**src/rtl/hex_display_pkg.sv**
```systemverilog
// Shared types and constants for the time-multiplexed HEX display scheduler.
package hex_display_pkg;

  typedef enum logic [1:0] {
    IDLE = 2'd0,
    SCAN = 2'd1,
    DONE = 2'd2
  } state_t;

  localparam logic [6:0] BLANK_SEGMENTS = 7'h7F;
  localparam int         NIBBLE_W       = 4;
  localparam int         SEG_W          = 7;

endpackage

```
**src/rtl/hex_display_scheduler.sv**
```systemverilog
// Shares one external seven-segment decoder across NUM_DIGITS HEX displays.
// Optional leading-zero blanking is compiled in with HEX_LEADING_ZERO_SUPPRESS_EN.
module hex_display_scheduler
  import hex_display_pkg::*;
#(
  parameter int NUM_DIGITS = 6,
  parameter int DWELL      = 1
) (
  input  logic                          i_clk,
  input  logic                          i_rst_n,
  input  logic                          i_valid,
  output logic                          o_ready,
  input  logic [NIBBLE_W*NUM_DIGITS-1:0] i_value,
  input  logic [NUM_DIGITS-1:0]         i_blank_mask,
  output logic [NIBBLE_W-1:0]           o_dec_binary,
  input  logic [SEG_W-1:0]              i_dec_display,
  output logic [SEG_W*NUM_DIGITS-1:0]   o_hex,
  output logic                          o_busy,
  output logic                          o_done
);

  localparam int IDX_W = (NUM_DIGITS > 1) ? $clog2(NUM_DIGITS) : 1;
  localparam int DW_W  = (DWELL > 1) ? $clog2(DWELL) : 1;
  localparam logic [IDX_W-1:0] LAST_IDX = IDX_W'(NUM_DIGITS - 1);
  localparam logic [DW_W-1:0]  LAST_DW  = DW_W'(DWELL - 1);

  state_t state, state_nx;
  logic [IDX_W-1:0] idx;
  logic [DW_W-1:0]  dwell;
  logic [NUM_DIGITS-1:0][NIBBLE_W-1:0] val_snap;
  logic [NUM_DIGITS-1:0]               blank_snap;
  logic [NUM_DIGITS-1:0]               lz_mask;
  logic [NUM_DIGITS-1:0][SEG_W-1:0]    hex_q;
  logic xfer, step, last;

  assign xfer = (state == IDLE) && i_valid;
  assign step = (state == SCAN) && (dwell == LAST_DW);
  assign last = step && (idx == LAST_IDX);

`ifdef HEX_LEADING_ZERO_SUPPRESS_EN
  // Digit k>0 blanks when it and every more significant nibble are zero.
  always_comb begin
    logic zero_above;
    lz_mask    = '0;
    zero_above = 1'b1;
    for (int k = NUM_DIGITS - 1; k > 0; k--) begin
      zero_above = zero_above & (i_value[k*NIBBLE_W +: NIBBLE_W] == '0);
      lz_mask[k] = zero_above;
    end
  end
`else
  assign lz_mask = '0;
`endif

  always_ff @(posedge i_clk) begin
    if (!i_rst_n) state <= IDLE;
    else          state <= state_nx;
  end

  always_comb begin
    state_nx = state;
    o_ready  = 1'b0;
    o_busy   = 1'b0;
    o_done   = 1'b0;
    case (state)
      IDLE: begin
        o_ready = 1'b1;
        if (i_valid) state_nx = SCAN;
      end
      SCAN: begin
        o_busy = 1'b1;
        if (last) state_nx = DONE;
      end
      DONE: begin
        o_done   = 1'b1;
        state_nx = IDLE;
      end
      default: state_nx = IDLE;
    endcase
  end

  always_ff @(posedge i_clk) begin
    if (!i_rst_n) begin
      idx        <= '0;
      dwell      <= '0;
      val_snap   <= '0;
      blank_snap <= '0;
      hex_q      <= {NUM_DIGITS{BLANK_SEGMENTS}};
    end else if (xfer) begin
      val_snap   <= i_value;
      blank_snap <= i_blank_mask | lz_mask;
      idx        <= '0;
      dwell      <= '0;
    end else if (state == SCAN) begin
      if (step) begin
        hex_q[idx] <= blank_snap[idx] ? BLANK_SEGMENTS : i_dec_display;
        dwell      <= '0;
        idx        <= last ? '0 : idx + IDX_W'(1);
      end else begin
        dwell <= dwell + DW_W'(1);
      end
    end
  end

  // Decoder input only moves during a scan so the shared decoder stays quiet otherwise.
  assign o_dec_binary = (state == SCAN) ? val_snap[idx] : '0;
  assign o_hex        = hex_q;

endmodule

```
**config.mk**
```make
export PLATFORM = sky130hd
export DESIGN_NAME = hex_display_scheduler
export DESIGN_NICKNAME = d
export VERILOG_FILES = /design/src/rtl/hex_display_pkg.sv /design/src/rtl/hex_display_scheduler.sv
export SDC_FILE = /design/constraint.sdc
export NUM_CORES = 1
export LEC_CHECK = 0
export ABC_AREA = 1
export CAP_MARGIN = 20
export CORE_ASPECT_RATIO = 0.7
export CORE_UTILIZATION = 30
export DETAILED_ROUTE_END_ITERATION = 8
export HOLD_SLACK_MARGIN = 0.08
export SYNTH_ARGS = -nofsm -noshare
export SYNTH_HDL_FRONTEND = slang
export SYNTH_SLANG_ARGS = --single-unit
```
**constraint.sdc**
```tcl
create_clock -name i_clk -period 1.9 [get_ports i_clk]
set_clock_uncertainty 0.1 [all_clocks]
set_input_delay 0.19 -clock i_clk [delete_from_list [all_inputs] [get_ports i_clk]]
set_output_delay 0.19 -clock i_clk [all_outputs]
set_load 0.01 [all_outputs]
```
==> summary.txt, run 1 <==
Synth
  • Syn Area/Cell: 7.33 um^2
  • Largest cells by area after synthesis: dfxtp_1 (49%), nand2_1 (15%), a21oi_1 (9.5%), nor2_1 (6.7%), o21ai_0 (2.5%)
  • Synth Register Bits: 78
  • Leading area contributor after synthesis: dfxtp_1
  • Sequential fraction of the synthesis area: 48.7%
  • Synthesized area: 3200 um^2
  • Ys Warns: 0
  • Post-synth top area share: 48.8%
  • Post-synth net total: 479
  • Cells after Synth: 437
  • Synth unique cells: 23

Clocking
  • Clock transition at path regs: 0.06 ns
  • Total CTS buffers: 9
  • CTS tree: yes
  • Sink Count: 78
  • Clock Tree Root: clkbuf_16
  • Hold buffer count at CTS: 0
  • CTS HTree Levels: 3
  • Clk Latency, worst-skew pair: 0.32 ns
  • Clock buffer depth: 2

Placement
  • Pre-CTS WS: -0.118 ns
  • HPWL after DPL: 6.74 mm
  • GPL Wtd Cong: 0.859
  • IO buf count: 88

Layout
  • Most common cell after layout, fill and taps aside: nand2_1
  • Fill cell count: 1042
  • Register cell area after layout: 1570 um^2
  • Layout cell share with drive strength beyond 1: 14.2%
  • Nets: 585
  • # diodes: 0
  • Area of the multi-input gates: 1450 um^2
  • Most frequent cells in the layout: nand2_1 (130), clkdlybuf4s50_1 (83), dfxtp_1 (75), a21oi_1 (61), nor2_1 (56)
  • Layout overhead on the synthesized area: 44.0%

Global routing
  • First-pass GRT wire length: 14.2 mm
  • Initial antenna violation count: 0
  • Overall routing resource usage: 16.5%
  • Largest net degree at the start of global routing: 45
  • Vias in the first global route: 2835
  • Grt total ovfl: 0

Timing
  • Setup Viol. Count Final: 0
  • Worst slew pin tran: 0.462 ns
  • F_max: 565 MHz
  • Final min period: 1.77 ns
  • Slew HR: 69.2%
  • RSZ-0062 raised after global routing: no
  • Final Max Slew Viols: 0
  • Final WS setup: 0.131 ns
  • Final Hold Vio Count: 0
  • Final Cycle Share: 93.1%

Power and ir drop
  • Comb power frac: 14.0%
  • Pwr dens: 829 nW/um^2
  • Net switching power: 990 uW
  • Clk pwr share: 39.8%
  • Leakage power: 0.00188 uW
  • Internal power: 2830 uW
  • Switching part of the total power: 25.9%
  • Tot Pwr: 3820 uW
  • Part of the power in registers: 46.2%
  • Worst VDD drop: 0.388 mV

Floorplan
  • Die height: 88.5 um
  • # IOs: 89
  • Core area: 10400 um^2
  • Die ar.: 11100 um^2
  • Die width: 126 um
  • Initial Util: 30.9%
  • Cell Rows: 31

Hold path
  • Hold Crit Class: reg -> reg

Status
  • Failing checks: design-rule violations
  • Outcome: complete, but fails checks

Critical path
  • CP endpoint: o_dec_binary[0]
  • Cells on worst reg2reg path: 6
  • CP startpoint: idx[1]
  • CP Class: reg -> out
  • Max FO, Critical Path: 5
  • Worst setup EP type: primary output
  • Setup crit start kind: flip-flop
  • CP arrival: 1.48 ns
  • R2R Path Start: state[1]
  • R2R Setup Slk: 0.25 ns
  • RR Endpoint: o_hex[8]
  • Critical Path RT: 1.61 ns

Detailed routing
  • TritonRoute pass-1 iters: 6
  • Post-DR wirelength/cell: 13.1 um
  • Initial DRC Count: 114
  • DRT antenna net count: 0
  • Via density: 4.58
  • Detailed-route DRC error count: 5
  • Final WL: 8.92 mm
  • Via count: 3111

Flow run
  • Max_cap viols: 0
-- flip-flops by register name, summed over array words and instances (netlist names) --
signal and flops:
blank_snap 6, dwell 1, idx 3, o_hex 42
state 2, val_snap 24
-- worst min-delay path by stage --
| stage | to | cells after the start | startpoint |
|---|---|---|---|
| 3_5_place_dp | blank_snap[5] | 2 | blank_snap[5] |
| 3_3_place_gp | blank_snap[0] | 2 | blank_snap[0] |
| 6_report | val_snap[23] | 2 | val_snap[23] |
| 5_1_grt | val_snap[6] | 3 | i_value[6] |
| 4_1_cts | blank_snap[5] | 2 | blank_snap[5] |
| 2_1_floorplan | blank_snap[5] | 2 | i_rst_n |
-- timing repair --
item	CTS	global route
setup endpoints to repair	4	5
endpoints found under the hold margin	0	0
gates resized for setup	14	6
pin swaps	2	1
buffers inserted	3	1
-- layer usage --
layer | share of wire [%] | track usage, % | vias to the layer above
met1 | 51 | 23.7 | 1417
met2 | 43 | 24.8 | 82
met5 | 0 | 0 | -
met3 | 5.4 | 3.69 | 2
met4 | 0.34 | 4.32 | 0
li1 | - | - | 1610
-- synthesized netlist by cell type --
library cell / number
nor3_4: 1
a21oi_1: 61
inv_2: 10
nand2_2: 6
nor2_2: 1
nand3_1: 8
nor2_1: 57
nand2_4: 7
nand3_2: 1
inv_1: 18
clkbuf_1: 10
buf_2: 5
nor3_1: 1
dfxtp_1: 78
nor2_8: 1
o21ai_1: 15
nand2_1: 130
ha_1: 2
o21ai_0: 16
nor2_4: 3
clkinv_1: 1
buf_4: 3
nand4_1: 2
-- stage by stage --
stage	std cells	TNS, ns	hold slack (ns)	instance area [um^2]	utilization (%)
after floorplan	437	0	0.228	3200	-
after global placement	660	-0.0761	0.346	4320	41.7
after detailed placement	660	-0.316	0.353	4320	41.7
after CTS	679	0	0.360	4620	44.6
after global routing	680	0	0.383	4610	44.5
final	680	0	0.362	4610	44.5
-- layout make-up --
| cell class | instances | area share (%) |
|---|---|---|
| clock buffers | 10 | 4.96 |
| well taps | 132 | 3.58 |
| clock inverters | 6 | 0.841 |
| flip-flops and latches | 78 | 34.0 |
| inverters | 29 | 2.41 |
| repair buffers | 113 | 22.8 |
| multi-input cells | 312 | 31.4 |
-- logic make-up (layout without fill, tap and decap cells) --
family,Yosys count,count (layout),share of synthesized area (%)
AO/OA/AOI/OAI,92,92,14.4
AND/OR/NAND/NOR,218,218,30.0
flip-flops,78,78,48.8
buffers and inverters,47,158,6.05
adder cells (fa/ha/maj),2,2,0.781
-- power by group through the flow --
stage               combinational, uW  sequential (uW)  clock, uW
CTS                               538             1770       1560
global route                      592             1770       1650
floorplan                         291             1790          0
global placement                  529             1800          0
detailed placement                537             1800          0
finish                            536             1770       1520
-- critical path, cell delays in order, from the launching register on --
cell and delay [ns]:
dfxtp_2 0.34, buf_4 0.15, nor3_4 0.12, buf_4 0.15, a21oi_1 0.07, a21oi_1 0.17, buf_2 0.15
Power figures use the tool's default switching activity.
==> inputs of run 2 (changes only) <==
- RECOVER_POWER: not set -> 100
- SLEW_MARGIN: not set -> 20
==> run 2 against run 1 <==
Clock-buffer cell count is the same. Largest power group unchanged. The flow still finishes with violations (design-rule violations). Sequential share of layout area up 0.34 points. Highest routed layer unchanged. Largest cell class unchanged. Combinational power shrank 5.2%. Critical endpoint unchanged.
==> summary.txt, run 2 (synthesis gave the netlist of run 1 again) <==
Critical path
  • Critical path's slowest cell: dfxtp_2 (unchanged)
  • Crit path depth: 6 (unchanged)
  • Crit path largest cell delay: 0.34 ns (about the same)
  • Cell family with most CP delay: buffers and inverters (unchanged)
  • Worst setup EP type: primary output (unchanged)
  • R2R Setup Slk: 0.16 ns (was 0.25 ns)
  • Setup crit start kind: flip-flop (unchanged)
  • Critical Path RT: 1.61 ns (about the same)
  • Max FO, Critical Path: 5 (unchanged)
  • CP cell instances: buf_4 > nor3_4 > buf_4 > a21oi_1 > a21oi_1 > clkbuf_2 (was buf_4 > nor3_4 > buf_4 > a21oi_1 > a21oi_1 > buf_2)
  • CP Buf/Inv Count: 3 (unchanged)
  • CP arrival: 1.50 ns (was 1.48 ns)
  • CP Class: reg -> out (unchanged)
  • Cells on worst reg2reg path: 9 (was 6)

Layout
  • Fin util: 44.1% (was 44.5%)
  • Area of the multi-input gates: 1420 um^2 (was 1450 um^2)
  • Max reg flops: 42 (unchanged)
  • Layout overhead on the synthesized area: 42.6% (was 44.0%)
  • Most frequent cells in the layout: nand2_1 (131), dfxtp_1 (75), a21oi_1 (61), nor2_1 (56), dlygate4sd3_1 (44) (was nand2_1 (130), clkdlybuf4s50_1 (83), dfxtp_1 (75), a21oi_1 (61), nor2_1 (56))
  • Most common cell after layout, fill and taps aside: nand2_1 (unchanged)
  • # diodes: 0 (unchanged)
  • Register cell area after layout: 1570 um^2 (unchanged)
  • Nets: 585 (unchanged)
  • Fill cell count: 1053 (was 1042)
  • Final instance area: 4570 um^2 (was 4610 um^2)
  • Layout cell share with drive strength beyond 1: 13.1% (was 14.2%)

Global routing
  • Largest net degree at the start of global routing: 45 (unchanged)
  • Grt total ovfl: 0 (unchanged)
  • Initial antenna violation count: 0 (unchanged)
  • Overall routing resource usage: 16.5% (unchanged)
  • Vias in the first global route: 2835 (unchanged)
  • First-pass GRT wire length: 14.2 mm (unchanged)

Power and ir drop
  • Worst VDD drop: 0.389 mV (was 0.388 mV)
  • Pwr dens: 832 nW/um^2 (was 829 nW/um^2)
  • Tot Pwr: 3800 uW (was 3820 uW)
  • Leakage power: 0.00172 uW (was 0.00188 uW)

Placement
  • Pre-CTS WS: -0.118 ns (unchanged)
  • IO buf count: 88 (unchanged)
  • HPWL after DPL: 6.74 mm (unchanged)
  • GPL Wtd Cong: 0.859 (unchanged)
  • Post-Place Cell Area: 4320 um^2 (unchanged)

Detailed routing
  • Final WL: 8.85 mm (was 8.92 mm)
  • DRT antenna net count: 0 (unchanged)
  • Via density: 4.58 (about the same)
  • Detailed-route DRC error count: 5 (unchanged)
  • Initial DRC Count: 125 (was 114)
  • TritonRoute pass-1 iters: 6 (unchanged)
  • Post-DR wirelength/cell: 13.0 um (was 13.1 um)
  • Via count: 3113 (was 3111)

Floorplan
  • Core area: 10400 um^2 (unchanged)
  • Cell Rows: 31 (unchanged)
  • # IOs: 89 (unchanged)
  • Die height: 88.5 um (unchanged)
  • Die width: 126 um (unchanged)
  • Die ar.: 11100 um^2 (unchanged)
  • Initial Util: 30.9% (unchanged)

Timing
  • Setup Viol. Count Final: 0 (unchanged)
  • Slew HR: 54.7% (was 69.2%)
  • RSZ-0062 raised after global routing: no (unchanged)
  • Final Max Slew Viols: 0 (unchanged)
  • Final Hold Vio Count: 0 (unchanged)
  • Final WS setup: 0.111 ns (was 0.131 ns)
  • Final Cycle Share: 94.1% (was 93.1%)
  • Final hold slack: 0.361 ns (was 0.362 ns)
  • Worst slew pin tran: 0.679 ns (was 0.462 ns)
  • F_max: 559 MHz (was 565 MHz)
  • Final min period: 1.79 ns (was 1.77 ns)

Clocking
  • Clock transition at path regs: 0.06 ns (about the same)
  • Sink Count: 78 (unchanged)
  • Clk Latency, worst-skew pair: 0.32 ns (about the same)
  • Hold buffer count at CTS: 0 (unchanged)
  • CTS tree: yes (unchanged)
  • Clock buffer depth: 2 (unchanged)
  • CTS HTree Levels: 3 (unchanged)
  • Total CTS buffers: 9 (unchanged)
  • Clock Tree Root: clkbuf_16 (unchanged)

Hold path
  • Hold Path Depth: 2 (unchanged)
  • Hold Crit Class: reg -> reg (unchanged)

Status
  • Outcome: complete, but fails checks (unchanged)
  • Failing checks: design-rule violations (unchanged)

Flow run
  • Max_cap viols: 0 (unchanged)
==> run 2: cell types whose count changed in the layout (fill, tap and decap cells not counted), moves of 2 or more <==
cell,delta
clkdlybuf4s50_1,-44
dlygate4sd3_1,+44
clkbuf_1,+4
buf_4,-3
nand2_4,-3
inv_1,+2
inv_2,-2
nand2_2,+2
o21ai_0,+2
o21ai_1,-2
==> run 2: final timing paths <==
path             from         endpoint
max            idx[1]  o_dec_binary[0]
min          o_hex[2]         o_hex[2]
max reg2reg    idx[0]         o_hex[4]
min reg2reg  o_hex[2]         o_hex[2]
==> run 2: layout make-up <==
| class | instances | share of cell area (%) |
|---|---|---|
| clock buffers | 10 | 5.01 |
| clock inverters | 6 | 0.849 |
| inverters | 29 | 2.44 |
| multi-input cells | 312 | 31.2 |
| flip-flops and latches | 78 | 34.3 |
| well taps | 132 | 3.62 |
| repair buffers | 113 | 22.6 |
==> run 2: what timing repair did <==
item	4_1_cts	5_1_grt
buffers inserted	3	1
pin swaps	2	1
gates cloned	0	0
gates resized for setup	14	6
setup endpoints to repair	4	5
hold endpoints to repair	0	0
==> run 2: through the flow <==
stage	cells	TNS [ns]
floorplan	437	0
global placement	660	-0.0761
detailed placement	660	-0.316
CTS	679	0
global route	680	0
finish	680	0
==> run 2: metal layers <==
layer | wire length, um | track usage (%) | vias up | part of all wire (%)
li1 | - | - | 1616 | -
met1 | 4700 | 23.7 | 1424 | 53
met2 | 3730 | 24.8 | 66 | 42
met3 | 342 | 3.69 | 7 | 3.9
met4 | 75 | 4.32 | 0 | 0.85
met5 | 0 | 0 | - | 0
==> run 2: power breakdown <==
part           leakage (uW)  internal, uW  total, uW  switching [uW]
registers          0.000641          1720       1770            47.8
logic              0.000955           219        508             289
clock network      0.000128           879       1530             649
==> run 2: worst register-to-register path: cells and delay by family (launching register included) <==
kind                   cells  cell delay (ns)
DFF                        1             0.38
buffers and inverters      2             0.22
and+or+nand+nor            7             0.94
==> inputs of run 3 (changes only) <==
- CORE_ASPECT_RATIO: 0.7 -> 1.2
- CTS_BUF_LIST: not set -> sky130_fd_sc_hd__clkbuf_4
==> run 3 against run 2 <==
Total power is 6.9% lower. Critical endpoint is now o_dec_binary[1]. Non-clock buffer count is 1 lower. The run now ends clean. Sequential power hardly changed. Clock power is 20% lower. Worst hold slack worse by 0.092 ns. Via count hardly changed.
==> summary.txt, run 3 (synthesis gave the netlist of run 1 again) <==
Status
  • Outcome: finished, final reports clean (was complete, but fails checks)

Critical path
  • Cells on worst reg2reg path: 9 (unchanged)
  • Critical path's slowest cell: dfxtp_2 (unchanged)
  • Crit path largest cell delay: 0.35 ns (was 0.34 ns)
  • Max FO, Critical Path: 5 (unchanged)
  • Worst setup EP type: primary output (unchanged)
  • Setup crit start kind: flip-flop (unchanged)
  • CP arrival: 1.58 ns (was 1.50 ns)
  • CP most frequent cell: buf_6
  • Critical Path RT: 1.61 ns (about the same)
  • CP Class: reg -> out (unchanged)
  • CP cell instances: buf_6 > nor3_4 > buf_6 > a21oi_2 > a21oi_1 > buf_2 (was buf_4 > nor3_4 > buf_4 > a21oi_1 > a21oi_1 > clkbuf_2)

Clocking
  • CTS tree: yes (unchanged)
  • Total CTS buffers: 9 (unchanged)
  • Clock Tree Root: clkbuf_4 (was clkbuf_16)
  • Clock buffer depth: 2 (unchanged)
  • Clock transition at path regs: 0.12 ns (was 0.06 ns)
  • Sink Count: 78 (unchanged)
  • Hold buffer count at CTS: 0 (unchanged)
  • CTS HTree Levels: 3 (unchanged)
  • Clk Latency, worst-skew pair: 0.41 ns (was 0.32 ns)

Detailed routing
  • Via density: 4.62 (was 4.58)
  • Via count: 3110 (was 3113)
  • Final WL: 8.54 mm (was 8.85 mm)
  • Initial DRC Count: 81 (was 125)
  • TritonRoute pass-1 iters: 4 (was 6)
  • DRT antenna net count: 0 (unchanged)
  • Detailed-route DRC error count: 0 (was 5)
  • Post-DR wirelength/cell: 12.7 um (was 13.0 um)

Global routing
  • First-pass GRT wire length: 13.3 mm (was 14.2 mm)
  • Vias in the first global route: 2804 (was 2835)
  • Largest net degree at the start of global routing: 45 (unchanged)
  • Initial antenna violation count: 0 (unchanged)
  • Grt total ovfl: 0 (unchanged)
  • Overall routing resource usage: 15.8% (was 16.5%)

Floorplan
  • Die height: 115 um (was 88.5 um)
  • Die ar.: 11100 um^2 (about the same)
  • Core area: 10200 um^2 (was 10400 um^2)
  • Cell Rows: 40 (was 31)
  • # IOs: 89 (unchanged)
  • Die width: 96.3 um (was 126 um)
  • Initial Util: 31.4% (was 30.9%)

Layout
  • Final instance area: 4600 um^2 (was 4570 um^2)
  • Most common cell after layout, fill and taps aside: nand2_1 (unchanged)
  • Layout overhead on the synthesized area: 43.6% (was 42.6%)
  • Layout cell share with drive strength beyond 1: 15.9% (was 13.1%)
  • # diodes: 0 (unchanged)
  • Max reg flops: 42 (unchanged)
  • Nets: 584 (was 585)
  • Fin util: 45.0% (was 44.1%)
  • Most frequent cells in the layout: nand2_1 (129), clkdlybuf4s50_1 (83), dfxtp_1 (75), a21oi_1 (55), nor2_1 (51) (was nand2_1 (131), dfxtp_1 (75), a21oi_1 (61), nor2_1 (56), dlygate4sd3_1 (44))

Timing
  • Final Max Slew Viols: 0 (unchanged)
  • Final WS setup: 0.0315 ns (was 0.111 ns)
  • Final Hold Vio Count: 0 (unchanged)
  • Slew HR: 54.9% (was 54.7%)
  • Worst slew pin tran: 0.676 ns (was 0.679 ns)
  • Final min period: 1.87 ns (was 1.79 ns)
  • RSZ-0062 raised after global routing: yes (was no)
  • Setup Viol. Count Final: 0 (unchanged)
  • F_max: 535 MHz (was 559 MHz)
  • Final hold slack: 0.269 ns (was 0.361 ns)
  • Final Cycle Share: 98.3% (was 94.1%)

Placement
  • Pre-CTS WS: -0.0204 ns (was -0.118 ns)
  • HPWL after DPL: 6.22 mm (was 6.74 mm)
  • Post-Place Cell Area: 4290 um^2 (was 4320 um^2)
  • IO buf count: 88 (unchanged)
  • GPL Wtd Cong: 0.789 (was 0.859)

Hold path
  • Hold Crit Class: in -> reg (was reg -> reg)
  • Hold Path Depth: 3 (was 2)

Power and ir drop
  • Leakage power: 0.00186 uW (was 0.00172 uW)
  • Worst VDD drop: 0.314 mV (was 0.389 mV)
  • Tot Pwr: 3540 uW (was 3800 uW)
  • Pwr dens: 769 nW/um^2 (was 832 nW/um^2)

Flow run
  • Max_cap viols: 0 (unchanged)
-- run 3: cell count changes in the layout (fill, tap and decap cells not counted), sizes merged --
| cell | previous run | this run |
|---|---|---|
| clkinv | 5 | 3 |
| dlygate4sd3 | 44 | 0 |
| bufinv | 0 | 3 |
| clkdlybuf4s50 | 39 | 83 |
| clkinvlp | 2 | 0 |
| dlygate4sd2 | 0 | 1 |
| buf | 22 | 26 |
| clkbuf | 18 | 13 |
-- run 3: cell type report --
type / instances / area (um^2)
Sequential cell: 78 / 1570
Timing Repair Buffer: 112 / 1060
Fill cell: 1036 / 5610
Clock inverter: 5 / 97.6
Tap cell: 126 / 158
Multi-Input combinational cell: 312 / 1510
Clock buffer: 11 / 82.6
Inverter: 29 / 121
-- run 3: per-layer routing --
metal,wire (um),up-vias,global-route usage (%)
li1,-,1606,-
met1,3710,1377,19.8
met2,4160,116,27.2
met3,584,11,3.44
met4,87,0,4.12
met5,0,-,0
-- run 3: worst paths after layout --
| check | slack, ns | end | from |
|---|---|---|---|
| max | 0.03 | o_dec_binary[1] | idx[0] |
| min | 0.27 | val_snap[18] | i_value[18] |
| max reg2reg | 0.18 | o_hex[41] | idx[1] |
| min reg2reg | 0.37 | blank_snap[0] | blank_snap[0] |
-- run 3: what timing repair did --
item / in CTS / in global routing
cloned: 0 / 0
resized for setup: 28 / 20
setup endpoints to repair: 5 / 4
pin swaps: 4 / 6
buffers inserted: 5 / 3
-- run 3: critical path: cells and delay by family (launching register included) --
kind / cells / cell delay (ns)
AO/OA/AOI/OAI: 2 / 0.21
AND/OR/NAND/NOR: 1 / 0.19
buffers and inverters: 3 / 0.44
flip-flops: 1 / 0.35
-- run 3: through the flow --
stage                     cells  TNS (ns)
after global routing        673    -0.217
after detailed placement    649   -0.0289
final                       673         0
after floorplan             437         0
after CTS                   670   -0.0412
after global placement      649         0
-- run 3: report_power, final --
part / switching, uW / leakage, uW / internal, uW
combinational: 301 / 0.00112 / 240
clock: 543 / 0.0000961 / 689
sequential: 49.2 / 0.000641 / 1710
total: 893 / 0.00186 / 2640
